**src/rtl/mips_ctl_pkg.sv**
```systemverilog
// rtl/mips_ctl_pkg.sv - shared encodings for the multi-cycle sequencing controller
package mips_ctl_pkg;

  typedef enum logic [2:0] {
    S_IDLE   = 3'd0,
    S_FETCH  = 3'd1,
    S_DECODE = 3'd2,
    S_EXEC   = 3'd3,
    S_WB     = 3'd4,
    S_TRAP   = 3'd5
  } state_t;

  localparam logic [3:0] OP_ADD  = 4'b0000;
  localparam logic [3:0] OP_SUB  = 4'b0001;
  localparam logic [3:0] OP_AND  = 4'b0010;
  localparam logic [3:0] OP_OR   = 4'b0011;
  localparam logic [3:0] OP_ADDI = 4'b0100;
  localparam logic [3:0] OP_SLT  = 4'b0111;

  localparam logic [2:0] ALU_AND = 3'b000;
  localparam logic [2:0] ALU_OR  = 3'b001;
  localparam logic [2:0] ALU_ADD = 3'b010;
  localparam logic [2:0] ALU_SUB = 3'b110;
  localparam logic [2:0] ALU_SLT = 3'b111;

  localparam logic [1:0] SRCB_RD2 = 2'b00;
  localparam logic [1:0] SRCB_TWO = 2'b01;
  localparam logic [1:0] SRCB_IMM = 2'b10;

  function automatic logic op_is_legal(input logic [3:0] op);
    case (op)
      OP_ADD, OP_SUB, OP_AND, OP_OR, OP_ADDI, OP_SLT: op_is_legal = 1'b1;
      default:                                        op_is_legal = 1'b0;
    endcase
  endfunction

endpackage

```
**src/rtl/alu_decode.sv**
```systemverilog
// rtl/alu_decode.sv - opcode to ALU operation / operand-type decode
module alu_decode
  import mips_ctl_pkg::*;
(
  input  logic [3:0] op,
  output logic [2:0] alu_ctl,
  output logic       is_imm,
  output logic       legal
);

  always_comb begin
    alu_ctl = ALU_AND;
    is_imm  = 1'b0;
    legal   = 1'b1;
    case (op)
      OP_ADD:  alu_ctl = ALU_ADD;
      OP_SUB:  alu_ctl = ALU_SUB;
      OP_AND:  alu_ctl = ALU_AND;
      OP_OR:   alu_ctl = ALU_OR;
      OP_ADDI: begin
        alu_ctl = ALU_ADD;
        is_imm  = 1'b1;
      end
      OP_SLT:  alu_ctl = ALU_SLT;
      default: legal = 1'b0;
    endcase
  end

endmodule

```
**src/rtl/multicycle_control.sv**
```systemverilog
// rtl/multicycle_control.sv - FETCH/DECODE/EXEC/WB sequencer sharing one ALU
module multicycle_control
  import mips_ctl_pkg::*;
#(
  parameter int CNT_W = 16
) (
  input  logic             clock,
  input  logic             resetn,
  input  logic             run,
  input  logic [3:0]       op,
  input  logic             imem_ack,
  output logic             imem_req,
  output logic             ir_write,
  output logic             pc_write,
  output logic             alu_src_a,
  output logic [1:0]       alu_src_b,
  output logic [2:0]       alu_ctl,
  output logic             reg_dst,
  output logic             reg_write,
  output logic             illegal,
  output logic [2:0]       state,
  output logic [CNT_W-1:0] instr_count
);

  localparam logic [CNT_W-1:0] CNT_ONE = CNT_W'(1);

  state_t           state_q, state_d;
  logic [3:0]       op_q;
  logic             illegal_q;
  logic [CNT_W-1:0] cnt_q;
  logic [2:0]       dec_ctl;
  logic             dec_imm;
  logic             dec_legal;

  alu_decode u_alu_decode (
    .op      (op_q),
    .alu_ctl (dec_ctl),
    .is_imm  (dec_imm),
    .legal   (dec_legal)
  );

  always_ff @(posedge clock or negedge resetn) begin
    if (!resetn) begin
      state_q   <= S_IDLE;
      op_q      <= 4'd0;
      illegal_q <= 1'b0;
      cnt_q     <= '0;
    end else begin
      state_q <= state_d;
      // IR is valid from DECODE on; later changes on op are ignored
      if (state_q == S_DECODE) begin
        op_q <= op;
        if (!op_is_legal(op)) illegal_q <= 1'b1;
      end
      if (state_q == S_WB) cnt_q <= cnt_q + CNT_ONE;
    end
  end

  always_comb begin
    state_d   = state_q;
    imem_req  = 1'b0;
    ir_write  = 1'b0;
    pc_write  = 1'b0;
    alu_src_a = 1'b0;
    alu_src_b = SRCB_RD2;
    alu_ctl   = ALU_AND;
    reg_dst   = 1'b0;
    reg_write = 1'b0;
    case (state_q)
      S_IDLE: if (run) state_d = S_FETCH;
      S_FETCH: begin
        imem_req  = 1'b1;
        alu_src_b = SRCB_TWO;
        alu_ctl   = ALU_ADD;
        if (imem_ack) begin
          ir_write = 1'b1;
          pc_write = 1'b1;
          state_d  = S_DECODE;
        end
      end
      S_DECODE: state_d = op_is_legal(op) ? S_EXEC : S_TRAP;
      S_EXEC: begin
        alu_src_a = 1'b1;
        alu_src_b = dec_imm ? SRCB_IMM : SRCB_RD2;
        alu_ctl   = dec_ctl;
        state_d   = S_WB;
      end
      // ALU operands held from EXEC so the write-back value stays stable
      S_WB: begin
        alu_src_a = 1'b1;
        alu_src_b = dec_imm ? SRCB_IMM : SRCB_RD2;
        alu_ctl   = dec_ctl;
        reg_write = dec_legal;
        reg_dst   = ~dec_imm;
        state_d   = run ? S_FETCH : S_IDLE;
      end
      S_TRAP:  state_d = S_TRAP;
      default: state_d = S_IDLE;
    endcase
  end

  assign illegal     = illegal_q;
  assign state       = state_q;
  assign instr_count = cnt_q;

endmodule

```
**config.mk**
```make
export PLATFORM = sky130hd
export DESIGN_NAME = multicycle_control
export DESIGN_NICKNAME = d
export VERILOG_FILES = /design/src/rtl/mips_ctl_pkg.sv /design/src/rtl/alu_decode.sv /design/src/rtl/multicycle_control.sv
export SDC_FILE = /design/constraint.sdc
export NUM_CORES = 1
export LEC_CHECK = 0
export BUFFER_PORTS_ARGS = -buffer_cell sky130_fd_sc_hd__buf_4
export CORE_ASPECT_RATIO = 1.5
export CORE_UTILIZATION = 45
export CTS_CLUSTER_SIZE = 25
export DETAILED_ROUTE_END_ITERATION = 6
export GPL_TIMING_DRIVEN = 0
export MAX_ROUTING_LAYER = met4
export PLACE_DENSITY_LB_ADDON = 0.2
export REMOVE_ABC_BUFFERS = 1
export SLEW_MARGIN = 20
export SYNTH_ARGS = -nofsm -noshare
export SYNTH_HDL_FRONTEND = slang
export SYNTH_HIERARCHICAL = 1
export SYNTH_SLANG_ARGS = --single-unit
export TNS_END_PERCENT = 50
```
**constraint.sdc**
```tcl
create_clock -name clock -period 1.69 [get_ports clock]
set_clock_uncertainty 0.1 [all_clocks]
set_input_delay 0.169 -clock clock [delete_from_list [all_inputs] [get_ports clock]]
set_output_delay 0.169 -clock clock [all_outputs]
set_load 0.02 [all_outputs]
```
; ---- Word level (Yosys, flattened, before mapping)
; Cells that the tools add are included.
[totals]
in_bits = 8
reg_bits = 24
[classes]
n_eq_ne = 17
n_bitwise = 2
n_reduce_logical = 9
add_sub_neg = 1
muxes = 19
[ops]
columns = op, n
row1 = $pmux 3 s6, 1
row2 = $add 16x1->16 const B, 1
row3 = $eq 4x2->1 const B, 4
row4 = $eq 4x3->1 const B, 4
row5 = $pmux 3 s4, 1
row6 = $reduce_or 6->1, 2
row7 = $mux 1, 11
row8 = $mux 3, 3
row9 = $eq 4x1->1 const B, 2
row10 = $logic_not 4->1, 2
row11 = $eq 3x2->1 const B, 2
row12 = $eq 3x3->1 const B, 2
row13 = $pmux 3 s2, 1
row14 = $ne 2x2->1 const B, 2
row15 = $pmux 2 s2, 1
row16 = $reduce_and 2->1, 2
row17 = $reduce_or 2->1, 2
row18 = $eq 3x1->1 const B, 1
row19 = $logic_not 3->1, 1
row20 = $mux 2, 1
row21 = $not 1->1, 2

; ---- Longest topological paths before layout
[depth]
depth_word = 6
mapped_depth = 6
depth_no_buf = 5

; ---- Modules after synthesis
; The synthesis kept the hierarchy.
[modules_own_cells]
columns = mod, seq_area_each_um2, cells_each, instances, area_each_um2
row1 = multicycle_control, 600.6, 104, 1, 1153.6
row2 = alu_decode, 0.0, 9, 1, 72.6

; ---- Worst setup path before layout
; OpenSTA, ideal clock, no wires.
[synth_timing]
kind = register -> register
start = reg cnt_q[0] (netlist: instr_count[0])
end = reg cnt_q[8] (netlist: instr_count[8])
setup_ps = 131
stages_incl_launch_ff = 6
t_arrival_ps = 1815
synth_period_minus_slack_ps = 2045
path_slack_ps = -355
path_cell_list = dfrtp_1 ha_1 or4bb_2 nor2_1 nand4_1 xnor2_1
[synth_via]
elab_chain_cells = 1
[synth_lines]
columns = element, line
row1 = start: declaration, multicycle_control.sv:30  ; logic [CNT_W-1:0] cnt_q;
row2 = start signal: assignment, multicycle_control.sv:55  ; if (state_q == S_WB) cnt_q <= cnt_q + CNT_ONE;
row3 = $add 16x1->16, multicycle_control.sv:55
; No other way between the ends.
; A chain may end at the register's enable or synchronous reset.

; ---- Final worst setup path
[layout_timing]
start = reg state_q[0] (netlist: state[0])
end = out alu_src_b[1]
[layout_via]
elab_chain_cells = 3
[layout_lines]
columns = element, line
row1 = start: declaration, multicycle_control.sv:27  ; state_t state_q, state_d;
row2 = start signal: assignment, multicycle_control.sv:49  ; state_q <= state_d;
row3 = $eq 3x3->1 / $eq 3x2->1 (equally long branches), multicycle_control.sv:69  ; case (state_q)
row4 = $reduce_or 2->1 (no source line), -
row5 = $pmux 2 s2 (*), multicycle_control.sv:69
row6 = end: declaration, multicycle_control.sv:16  ; output logic [1:0] alu_src_b,
; Mark *: on every way between the ends. The rest lies on a longest branch, timed or not.

==> out/metrics.cfg <==
[run_status]
outcome = finished with violations
violations = negative setup slack

[sta]
fmax_mhz = 533
tightest_slew_ns = 0.713
final-setup-viol-count = 23
hold_slack_ns = 0.0766
final_hold_viol_count = 0
min_period_over_period_pct = 111
fin_ws_ns = -0.186
rsz0062_at_grt = yes
relSlewSlack_pct = 52.4
finalSetupTns_ns = -1.98
drv_slew = 0
min_period_ns = 1.88

[cells_and_area]
syn2layout_area_growth_pct = 47.9
nets = 181
final_cell_mix = 49 x buf_4, 21 x dfrtp_1, 13 x nand2_1
final_common_cell = buf_4
multi_input_area_sq_um = 664
fillCellCount = 186
seq_area_sq_um = 604
drive_gt1_share_pct = 50.0
diodes = 0

[placement]
pre_cts_slack_ns = -0.397
gp_congestion = 0.766
io_buffers = 38
place_hpwl_um = 1850

[power_and_ir_drop]
leakage_nw = 0.868
seqPwrFrac_pct = 35.6
internal-power_mw = 1.52
peakVddDrop_v = 0.00115
clockPowerShare_pct = 9.6
combPwrFrac_pct = 54.8
netSwitchingPower_mw = 1.05
power.density_mw_per_mm2 = 1420
p_sw_share_pct = 40.8

[global_routing]
grt_pass1_wl_um = 4410
gr-total-overflow = 0
grt_pass1_vias = 1037
grt_start_max_net_pins = 25
grt_antenna_before_repair = 0
grtUsageTotal_pct = 21.0

[min_path]
holdPathStages = 3
hp-class = in -> reg
min_to = state[0]
min_from = run

[routing]
via_per_inst = 5.08
wirelength_um = 2880
firstDrtPassIters = 4
postRouteAntennaNets = 0
route.detailed.drc = 0
drtIter0Drc = 8
num_vias = 1047
detail_route.wl_per_cell_um = 14.0

[setup_path]
slowest_stage = dfrtp_2
rrSetupSlack_ns = -0.14
required_ns = 1.42
cp_cell_sequence = or3b_4, o21ai_4, and2_1, buf_6
slowest_delay_ns = 0.45
crit_buf_inv = 1
reg2reg_depth = 5
startpoint_type = register
crit_type = reg -> out
cp_top_family = simple AND/OR/NAND/NOR gates
rr_endpoint = instr_count[7]
reg2reg_from = state[0]
arrival_ns = 1.61
critPathCaptureType = primary output
crit_fanout = 5

[floorplan]
die_h_um = 65.9
die_w_um = 44.6
io_pins = 39
rows = 22
die_area_sq_mm = 0.00294
coreArea_sq_mm = 0.00250
start_util_pct = 49.0

[clock_tree]
path_clk_slew_ns = 0.12
clock_sinks = 24
htree_num_levels = 1
cts_tree = yes
cts_inserted_buffers = 3
cts.path.max_buffers = 2
clock_latency_ns = 0.31
cts_root_buffer = clkbuf_4

[synthesis]
netlist_instances = 113
synth_cell_type_count = 33
synth_area_sq_mm = 0.00123
yosysWarnings = 6
yosysSeqAreaShare_pct = 49.0
ys_ff_latch = 24
postSynthAreaPerCell_sq_um = 10.9

[flow_run]
cap_violations = 0

==> power by group through the flow <==
| stage | Clock (mW) | Sequential (mW) | Combinational, mW |
|---|---|---|---|
| after global routing | 0.274 | 0.939 | 1.50 |
| after detailed placement | 0 | 0.962 | 1.02 |
| final | 0.247 | 0.915 | 1.41 |
| after CTS | 0.255 | 0.900 | 1.36 |
| after floorplan | 0 | 1.02 | 0.528 |
| after global placement | 0 | 0.946 | 1.01 |
==> per-stage QoR <==
stage	cells	util, %	power (mW)	instance area (sq um)
3_3_place_gp	182	60.6	1.95	1520
5_1_grt	206	72.4	2.71	1810
2_1_floorplan	108	-	1.55	1190
4_1_cts	204	70.4	2.51	1760
3_5_place_dp	182	60.6	1.98	1520
6_report	206	72.4	2.57	1810
==> worst max-delay path by stage <==
stage	startpoint	to	slack (ns)	depth (start not counted)
after floorplan	instr_count[0]	instr_count[8]	-0.36	5
after global placement	instr_count[0]	instr_count[8]	-0.36	5
after detailed placement	instr_count[0]	instr_count[8]	-0.40	5
after CTS	state[0]	alu_ctl[2]	-0.18	4
after global routing	state[0]	alu_src_b[1]	-0.23	4
final	state[0]	alu_src_b[1]	-0.19	4
==> synthesized netlist by cell type <==
| library cell | count | share of area, % |
|---|---|---|
| nor4_4 | 1 | 1.7 |
| a21o_2 | 1 | 0.71 |
| nor4b_1 | 1 | 0.71 |
| nor3_1 | 3 | 1.2 |
| inv_1 | 1 | 0.31 |
| a21o_1 | 3 | 1.8 |
| nor3_2 | 1 | 0.82 |
| dfrtp_1 | 24 | 49 |
| buf_2 | 1 | 0.41 |
| nor3b_2 | 1 | 1.0 |
| nor3b_1 | 1 | 0.61 |
| nand4_1 | 3 | 1.5 |
| or3b_2 | 1 | 0.71 |
| o31ai_1 | 1 | 0.61 |
| xor2_1 | 6 | 4.3 |
| mux2_2 | 4 | 3.7 |
| nand2_1 | 13 | 4.0 |
| and2_1 | 6 | 3.1 |
| a31oi_1 | 1 | 0.51 |
| and3_1 | 1 | 0.51 |
| nor2_1 | 3 | 0.92 |
| and3b_2 | 1 | 0.82 |
| xnor2_1 | 12 | 8.6 |
| or3b_1 | 1 | 0.71 |
| or2_4 | 1 | 0.71 |
| nor2b_1 | 1 | 0.51 |
| nand3_1 | 7 | 2.9 |
| a21oi_1 | 3 | 1.2 |
| buf_6 | 1 | 0.92 |
| or4bb_2 | 1 | 1.0 |
| ha_1 | 1 | 1.0 |
| buf_4 | 3 | 1.8 |
| o21ai_0 | 4 | 1.6 |
==> final cells by class <==
cell class / count / share of cell area (%)
Clock buffer: 3 / 1.24
Inverter: 1 / 0.207
Multi-Input combinational cell: 83 / 36.6
Sequential cell: 24 / 33.3
Tap cell: 36 / 2.48
Timing Repair Buffer: 59 / 26.1
==> cells by family after synthesis <==
family	share of synthesized area [%]
fa+ha+maj	1.02
buf+inv	3.47
compound gates	6.53
xor+xnor	12.9
simple gates	23.5
mux	3.67
flops	49.0
==> metal layers <==
layer  global-route usage [%]  vias up  part of all wire (%)
li1                         -      501                     -
met5                        -        -                     0
met2                     37.7       32                    59
met1                     22.4      512                    37
met4                     8.33        0                  0.59
met3                     3.28        2                   4.1
==> state kept, by name, indices dropped and copies added (netlist names) <==
name and flops:
op_q 4, illegal 1, state 3, instr_count 16
==> worst register-to-register path, delay by kind of cell (launching register included) <==
| family | cells | cell delay [ns] |
|---|---|---|
| and+or+nand+nor | 3 | 0.85 |
| xor gates and xnor gates | 1 | 0.19 |
| buffers and inverters | 1 | 0.17 |
| DFF | 1 | 0.45 |
==> timing repair <==
item | 4_1_cts | 5_1_grt
hold buffers | 6 | 0
resized for setup | 20 | 7
setup buffers | 13 | 2
endpoints found under the setup margin | 26 | 25
endpoints found under the hold margin | 30 | 0
pin swaps | 8 | 6
Power figures use the tool's default switching activity.
